--- src/rtl/block_serial_borrow_skip_subtractor_pkg.sv ---
// rtl/block_serial_borrow_skip_subtractor_pkg.sv - shared state encoding and sizing helpers for the serial add/sub family
package block_serial_borrow_skip_subtractor_pkg;

    typedef enum logic [1:0] {
        IDLE = 2'd0,
        RUN  = 2'd1,
        DONE = 2'd2
    } state_t;

    function automatic int ceil_div(input int num, input int den);
        return (num + den - 1) / den;
    endfunction

    function automatic int clog2(input int v);
        int r;
        int x;
        r = 0;
        x = v - 1;
        while (x > 0) begin
            r = r + 1;
            x = x >> 1;
        end
        return r;
    endfunction

endpackage

--- src/rtl/block_serial_borrow_skip_subtractor_if.sv ---
// rtl/block_serial_borrow_skip_subtractor_if.sv - operand/result handshake bundle for the serial subtractor
interface block_serial_borrow_skip_subtractor_if #(
    parameter int N = 8
);
    logic         in_valid;
    logic         in_ready;
    logic [N-1:0] a;
    logic [N-1:0] b;
    logic         bin;
    logic         out_valid;
    logic         out_ready;
    logic [N-1:0] diff;
    logic         bout;

    modport master (
        output in_valid, a, b, bin, out_ready,
        input  in_ready, out_valid, diff, bout
    );

    modport slave (
        input  in_valid, a, b, bin, out_ready,
        output in_ready, out_valid, diff, bout
    );
endinterface

--- src/rtl/block_serial_borrow_skip_subtractor_skip_borrow_block.sv ---
// rtl/block_serial_borrow_skip_subtractor_skip_borrow_block.sv - combinational borrow-skip subtract slice
module block_serial_borrow_skip_subtractor_skip_borrow_block #(
    parameter int BLOCK_SIZE = 4
) (
    input  logic [BLOCK_SIZE-1:0] a_blk,
    input  logic [BLOCK_SIZE-1:0] b_blk,
    input  logic                  bi,
    output logic [BLOCK_SIZE-1:0] d_blk,
    output logic                  bo
);
    logic [BLOCK_SIZE:0]   br;
    logic [BLOCK_SIZE-1:0] p;

    assign p = ~(a_blk ^ b_blk);

    // Ripple borrow chain: bit i borrows when a<b, or when equal and a borrow arrives
    always_comb begin
        br    = '0;
        d_blk = '0;
        br[0] = bi;
        for (int i = 0; i < BLOCK_SIZE; i++) begin
            d_blk[i]  = a_blk[i] ^ b_blk[i] ^ br[i];
            br[i+1]   = (~a_blk[i] & b_blk[i]) | (p[i] & br[i]);
        end
    end

    // When every bit propagates, the incoming borrow bypasses the chain
    assign bo = (&p) ? bi : br[BLOCK_SIZE];

endmodule

--- src/rtl/block_serial_borrow_skip_subtractor.sv ---
// rtl/block_serial_borrow_skip_subtractor.sv - multi-cycle a-b-bin, one borrow-skip block per cycle
module block_serial_borrow_skip_subtractor
    import block_serial_borrow_skip_subtractor_pkg::*;
#(
    parameter int N          = 8,
    parameter int BLOCK_SIZE = 4
) (
    input  logic clk,
    input  logic rst,
    block_serial_borrow_skip_subtractor_if.slave s
);
    // A block wider than the operand collapses to the operand width; the
    // single pass is identical to a zero-padded wide block.
    localparam int BLK_W      = (BLOCK_SIZE > N) ? N : BLOCK_SIZE;
    localparam int NUM_BLOCKS = ceil_div(N, BLK_W);
    localparam int CNT_W      = (NUM_BLOCKS > 1) ? clog2(NUM_BLOCKS) : 1;
    localparam int PAD_W      = NUM_BLOCKS * BLK_W;
    localparam logic [CNT_W-1:0] LAST_BLK = CNT_W'(NUM_BLOCKS - 1);

    state_t             state;
    logic [CNT_W-1:0]   blk_cnt;
    logic [N-1:0]       a_q;
    logic [N-1:0]       b_q;
    logic [N-1:0]       diff_q;
    logic               borrow;
    logic               bout_q;
    logic               out_valid_q;

    logic [PAD_W-1:0]   a_pad;
    logic [PAD_W-1:0]   b_pad;
    logic [BLK_W-1:0]   a_blk;
    logic [BLK_W-1:0]   b_blk;
    logic [BLK_W-1:0]   d_blk;
    logic               blk_bo;
    logic [N-1:0]       diff_nxt;
    logic               accept;

    // Zero padding above bit N-1 has p_i=1 in every padded bit, so the borrow
    // out of bit N-1 passes through unchanged and becomes the block borrow-out.
    assign a_pad = PAD_W'(a_q);
    assign b_pad = PAD_W'(b_q);
    assign a_blk = a_pad[int'(blk_cnt) * BLK_W +: BLK_W];
    assign b_blk = b_pad[int'(blk_cnt) * BLK_W +: BLK_W];

    block_serial_borrow_skip_subtractor_skip_borrow_block #(
        .BLOCK_SIZE (BLK_W)
    ) u_blk (
        .a_blk (a_blk),
        .b_blk (b_blk),
        .bi    (borrow),
        .d_blk (d_blk),
        .bo    (blk_bo)
    );

    // Merge the current block's difference into its slice; padded bits are dropped
    always_comb begin
        diff_nxt = diff_q;
        for (int i = 0; i < N; i++) begin
            if ((i / BLK_W) == int'(blk_cnt)) begin
                diff_nxt[i] = d_blk[i % BLK_W];
            end
        end
    end

    assign s.in_ready  = (state == IDLE) | ((state == DONE) & s.out_ready);
    assign accept      = s.in_valid & s.in_ready;
    assign s.out_valid = out_valid_q;
    assign s.diff      = diff_q;
    assign s.bout      = bout_q;

    // Control FSM with operand capture, block sequencing and result hold
    always_ff @(posedge clk) begin
        if (rst) begin
            state       <= IDLE;
            blk_cnt     <= '0;
            a_q         <= '0;
            b_q         <= '0;
            diff_q      <= '0;
            borrow      <= 1'b0;
            bout_q      <= 1'b0;
            out_valid_q <= 1'b0;
        end else begin
            case (state)
                IDLE: begin
                    if (accept) begin
                        a_q     <= s.a;
                        b_q     <= s.b;
                        borrow  <= s.bin;
                        blk_cnt <= '0;
                        state   <= RUN;
                    end
                end
                RUN: begin
                    diff_q <= diff_nxt;
                    borrow <= blk_bo;
                    if (blk_cnt == LAST_BLK) begin
                        bout_q      <= blk_bo;
                        out_valid_q <= 1'b1;
                        state       <= DONE;
                    end else begin
                        blk_cnt <= blk_cnt + CNT_W'(1);
                    end
                end
                DONE: begin
                    if (s.out_ready) begin
                        out_valid_q <= 1'b0;
                        if (s.in_valid) begin
                            a_q     <= s.a;
                            b_q     <= s.b;
                            borrow  <= s.bin;
                            blk_cnt <= '0;
                            state   <= RUN;
                        end else begin
                            state <= IDLE;
                        end
                    end
                end
                default: begin
                    state <= IDLE;
                end
            endcase
        end
    end

endmodule

--- src/flat_wrapper.sv ---
// flat-port wrapper written by rule: the top's interface ports become plain ports
module block_serial_borrow_skip_subtractor_flat import block_serial_borrow_skip_subtractor_pkg::*;
#(
    parameter int N          = 8,
    parameter int BLOCK_SIZE = 4
)
  (clk, rst, s_in_valid, s_a, s_b, s_bin, s_out_ready, s_in_ready, s_out_valid, s_diff, s_bout);
  block_serial_borrow_skip_subtractor_if #(.N(N)) s_i ();
  input  logic clk;
  input  logic rst;
  input wire logic [$bits(s_i.in_valid)-1:0] s_in_valid;
  input wire logic [$bits(s_i.a)-1:0] s_a;
  input wire logic [$bits(s_i.b)-1:0] s_b;
  input wire logic [$bits(s_i.bin)-1:0] s_bin;
  input wire logic [$bits(s_i.out_ready)-1:0] s_out_ready;
  output wire logic [$bits(s_i.in_ready)-1:0] s_in_ready;
  output wire logic [$bits(s_i.out_valid)-1:0] s_out_valid;
  output wire logic [$bits(s_i.diff)-1:0] s_diff;
  output wire logic [$bits(s_i.bout)-1:0] s_bout;
  assign s_i.in_valid = s_in_valid;
  assign s_i.a = s_a;
  assign s_i.b = s_b;
  assign s_i.bin = s_bin;
  assign s_i.out_ready = s_out_ready;
  assign s_in_ready = s_i.in_ready;
  assign s_out_valid = s_i.out_valid;
  assign s_diff = s_i.diff;
  assign s_bout = s_i.bout;
  block_serial_borrow_skip_subtractor #(.N(N), .BLOCK_SIZE(BLOCK_SIZE)) u_core (.clk(clk), .rst(rst), .s(s_i));
endmodule
--- config.mk ---
export PLATFORM = sky130hd
export DESIGN_NAME = block_serial_borrow_skip_subtractor_flat
export DESIGN_NICKNAME = d
export VERILOG_FILES = /design/src/rtl/block_serial_borrow_skip_subtractor_pkg.sv /design/src/rtl/block_serial_borrow_skip_subtractor_if.sv /design/src/rtl/block_serial_borrow_skip_subtractor_skip_borrow_block.sv /design/src/rtl/block_serial_borrow_skip_subtractor.sv /design/src/flat_wrapper.sv
export SDC_FILE = /design/constraint.sdc
export NUM_CORES = 1
export LEC_CHECK = 0
export CORE_MARGIN = 2
export CORE_UTILIZATION = 53
export DETAILED_ROUTE_END_ITERATION = 8
export GPL_ROUTABILITY_DRIVEN = 0
export PLACE_DENSITY = 0.89
export SKIP_LAST_GASP = 1
export SYNTH_ARGS = -nofsm -noshare
export SYNTH_HDL_FRONTEND = slang
export SYNTH_SLANG_ARGS = --single-unit
--- constraint.sdc ---
create_clock -name clk -period 5.6 [get_ports clk]
set_input_delay 1.4 -clock clk [delete_from_list [all_inputs] [get_ports clk]]
set_output_delay 1.4 -clock clk [all_outputs]
set_load 0.02 [all_outputs]
After elaboration in Yosys (flattened, before gate mapping)
Index checks and enable logic that the tools add are counted.
{ "totals": {"regBits": 30, "output_inout_bits": 11} }
{ "op_classes": {"add_sub_neg": 1, "eq_ne": 6, "shifts": 2, "muxes": 26, "bitwise": 30, "n_reduce_logical": 11} }
{ "ops": {"columns": ["operator", "n"], "rows": [
  ["8-bit 2-to-1 mux", 6],
  ["8-bit one-hot mux with 2 select lines", 2],
  ["8-bit by 4-bit indexed part select with 4-bit output", 2],
  ["4-bit AND reduction", 3],
  ["1-bit 2-to-1 mux", 11],
  ["1-bit AND", 10],
  ["1-bit XOR", 8],
  ["2-bit 2-to-1 mux", 3],
  ["1-bit one-hot mux with 3 select lines", 2],
  ["2-bit one-hot mux with 3 select lines", 1],
  ["3-bit AND reduction", 2],
  ["1-bit inverter", 5],
  ["1-bit bitwise OR", 5],
  ["2-bit by 1-bit != test with 1-bit output, second input constant", 2],
  ["2-bit != test, second input constant", 2],
  ["4-bit inverter", 1],
  ["2-bit AND reduction", 2],
  ["2-bit nonzero test", 2],
  ["4-bit XOR", 1],
  ["3-bit nonzero test", 1],
  ["2-bit by 1-bit == test with 1-bit output, second input constant", 1],
  ["2-bit == test, second input constant", 1],
  ["2-bit logical NOT", 1],
  ["1-bit one-hot mux with 2 select lines", 1],
  ["1-bit adder, second input constant", 1]
]} }

Logic depth before layout (Yosys ltp)
{ "logic_depth": {"word_depth": 13, "mapped_depth": 12, "mapped_depth_nobuf": 11} }

By module
From an unflattened synthesis, not the netlist that was laid out.
{ "hier_totals": {"cells_unflattened": 160, "hier_area_um2": 1574.0} }
{ "by_module_without_submodules": {"columns": ["mod", "n_inst", "cells_per_inst", "area_per_inst_um2", "seq_area_each_um2"], "rows": [
  ["block_serial_borrow_skip_subtractor", 1, 139, 1386.3, 600.6],
  ["block_serial_borrow_skip_subtractor_skip_borrow_block", 1, 21, 187.7, 0.0]
]} }

Worst setup path before layout
Ideal clock, no wire load.
{ "synth_timing": {"path_type": "in2out", "startpoint": "in s_out_ready", "endpoint": "out s_in_ready", "arrival_ns": 1.758, "required_ns": 4.200, "setup_slack_ns": 2.442, "path_stages": 2, "n_path_buf": 0, "cell_sequence": "nor2b_1 > nor2_1"} }
{ "synth_via": {"elab_chain_cells": 2} }
{ "synth_rtl": {"columns": ["element", "line_no", "source"], "rows": [
  ["from (decl)", "flat_wrapper.sv:15", "input wire logic [$bits(s_i.out_ready)-1:0] s_out_ready;"],
  ["1-bit AND", "block_serial_borrow_skip_subtractor.sv:65", "assign s.in_ready = (state == IDLE) | ((state == DONE) & s.out_ready);"],
  ["1-bit bitwise OR", "block_serial_borrow_skip_subtractor.sv:65", null],
  ["to (decl)", "flat_wrapper.sv:16", "output wire logic [$bits(s_i.in_ready)-1:0] s_in_ready;"]
]} }
No other way between the ends.

Worst setup path after layout
Ends and elaborated chain as after synthesis.

==> flow_summary_export.csv <==
group,metric,value,unit
status,status,"finished, final reports clean",
final_layout,layout.nets,219,
drt,drtIter0Drc,26,
timing,hold_viol_final,0,
power_and_ir_drop,pwr-share-comb,27.9,%
critical_path,rrSetupSlack,2.59,ns
power_and_ir_drop,netSwitchingFraction,30.9,%
synthesis,syn-num-nets,187,
critical_path,crit_path_end_kind,"primary output",
synthesis,synth_area,1490,sq um
placement,dpl.hpwl,2030,um
synthesis,yosys-top-cells-count,"nand2_1 (32), dfxtp_1 (30), a21oi_1 (14)",
cts,insertion_delay,0.32,ns
synthesis,synth-seq-area-share,40.4,%
cts,numCtsBuffers,5,
critical_path,timing.rr.start,"u_core.blk_cnt",
critical_path,crit_fanout,5,
cts,postCtsHoldBufs,0,
die,die_h,57.0,um
timing,post-route-period-util,75.4,%
die,core_region_area,2710,sq um
global_route,antenna_found_initial,0,
cts,cts_resized,0,
critical_path,crit_type,"in -> out",
cts,cts_sinks,30,
critical_path,timing.rr.end,"u_core.s.diff[7]",
power_and_ir_drop,p_per_area,273,nW/um^2
power_and_ir_drop,pwr-share-seq,48.9,%
placement,portBuffers,31,
global_route,grt.overflow.total,0,
cts,clk_pin_slew,0.09,ns
final_layout,final_area,1840,sq um
synthesis,yosys.area.top_type_share,40.4,%
die,io_pins,32,
timing,tightest_slew,0.718,ns
cts,cts.path.max_buffers,2,
placement,dpl-instance-area,1790,sq um
cts,postCtsSetupBuffers,0,
timing,drv_slew,0,
power_and_ir_drop,clkPwrFrac,23.1,%
critical_path,start_kind,"input port",
drt,wirelength,2730,um
synthesis,synth_top_area_cell,"dfxtp_1",
power_and_ir_drop,internal_power,0.000346,W
job,drv_cap,0,
power_and_ir_drop,power.switching,0.000155,W
synthesis,synth_edf_count,0,
critical_path,arrival,2.82,ns
critical_path,r2r_cells,9,
timing,fin_hold_ws,0.461,ns
timing,setup_viol,0,
synthesis,synth_cells,158,
timing,finClkSkew,0.00358,ns
drt,avgViaCountPerCell,5.18,
synthesis,synth.most_common_cell,"nand2_1",
synthesis,synth_area_leaders,"dfxtp_1 (40%), nand2_1 (8.1%), mux2i_1 (6.1%)",
cts,htreeDepth,2,
synthesis,ys_ff_latch,30,
min_path,hp-class,"reg -> reg",
global_route,gr-usage-all-layers,18.9,%
critical_path,crit_end,"s_in_ready",
drt,dr_total_vias,1145,
critical_path,required,4.20,ns
die,die_area,3250,sq um
synthesis,synth_ff_type,"dfxtp_1",
final_layout,area_growth,23.4,%
final_layout,drive_above_1_share,18.4,%
synthesis,synthArstFlopShare,0,%
critical_path,crit_start,"s_out_ready",
die,rows,19,
synthesis,syn_avg_cell_area,9.42,sq um
drt,drc,0,
drt,firstDrtPassIters,4,
timing,setup-tns-final,0,ns
power_and_ir_drop,ir_worst_vdd,187,uV
global_route,grt_max_degree,31,
global_route,grt_pass1_vias,1109,
timing,min_period,4.22,ns
final_layout,n_antenna_cell,0,
drt,wl_per_cell,12.3,um
timing,rsz0062_at_grt,"false",
timing,relSlewSlack,52.1,%
timing,max_freq,237,MHz
power_and_ir_drop,finalPower,0.000501,W
synthesis,synthDistinctLibCells,31,
drt,ant_nets,0,
cts,root_buffer,"clkbuf_4",
synthesis,yosys_warnings,0,
cts,cts_tree,"built",
die,start_util,54.9,%
power_and_ir_drop,p_leak,0.693,nW
die,die_w,57.0,um
global_route,grt_pass1_wl,4690,um
==> per-layer routing <==
layer / track usage (%) / routed length (um) / up-vias
met5: 0 / 0 / -
met4: 10.6 / 58 / 0
met3: 4.99 / 140 / 8
met2: 32.7 / 1420 / 30
met1: 20.9 / 1100 / 528
li1: - / - / 579
==> flip-flops by register name, indices dropped and copies added (netlist names) <==
signal              cells
u_core.a_pad            8
u_core.b_pad            8
u_core.blk_cnt          1
u_core.borrow           1
u_core.s.bout           1
u_core.s.diff           8
u_core.s.out_valid      1
u_core.state            2
==> worst min path at each step <==
| stage | startpoint | cells past startpoint | slack [ns] | endpoint |
|---|---|---|---|---|
| after global routing | u_core.b_pad[3] | 2 | 0.48 | u_core.b_pad[3] |
| after CTS | u_core.b_pad[3] | 2 | 0.46 | u_core.b_pad[3] |
| final | u_core.b_pad[1] | 2 | 0.46 | u_core.b_pad[1] |
| after detailed placement | u_core.b_pad[3] | 2 | 0.45 | u_core.b_pad[3] |
| after floorplan | u_core.b_pad[2] | 2 | 0.43 | u_core.b_pad[2] |
| after global placement | u_core.b_pad[2] | 2 | 0.44 | u_core.b_pad[2] |
==> placed cells by master (no fill, tap or decap), drive strengths merged <==
cell and instances:
nor2b 2, nand4 1, a21oi 24, mux2 2
fa 4, nor2 16, a311oi 1, o21ai 3
clkdlybuf4s50 31, mux2i 10, a211oi 4, nand2b 4
inv 8, clkbuf 7, buf 1, and3 1
ha 4, nand2 37, dfxtp 30
==> metrics by stage <==
stage / worst slack (ns) / util [%] / std cells
CTS: 1.37 / 67.7 / 221
detailed placement: 1.38 / 66.1 / 214
global route: 1.32 / 67.7 / 221
finish: 1.38 / 67.7 / 221
floorplan: 2.44 / - / 158
global placement: 1.41 / 66.1 / 214
==> power by group through the flow <==
stage          Sequential, W  Clock (W)  Combinational (W)
5_1_grt             0.000248   0.000129           0.000153
3_5_place_dp        0.000250          0           0.000140
3_3_place_gp        0.000249          0           0.000137
6_report            0.000245   0.000116           0.000140
4_1_cts             0.000246   0.000117           0.000141
2_1_floorplan       0.000253          0          0.0000948
==> final cells by class <==
class	count	area [sq um]
multi-input combinational	113	803
timing repair buffer	32	318
sequential	30	601
tap	31	38.8
clock buffer	7	45.0
fill	223	875
inverter	8	30.0
==> cells by family (layout without fill, tap and decap cells) <==
group	after synthesis	after routing	synth area share, %
AND/OR/NAND/NOR	61	61	20.1
buffers and inverters	15	47	5.63
flip-flops	30	30	40.4
AO/OA/AOI/OAI	32	32	16.1
adder cells (fa/ha/maj)	8	8	8.75
multiplexers	12	12	9.08
==> critical path, cell delays in order <==
cell	delay, ns
clkdlybuf4s50_1	0.51
nor2b_1	0.31
nor2_1	0.07
clkdlybuf4s50_1	0.54
Note: power is estimated with default switching activity, not from simulation.
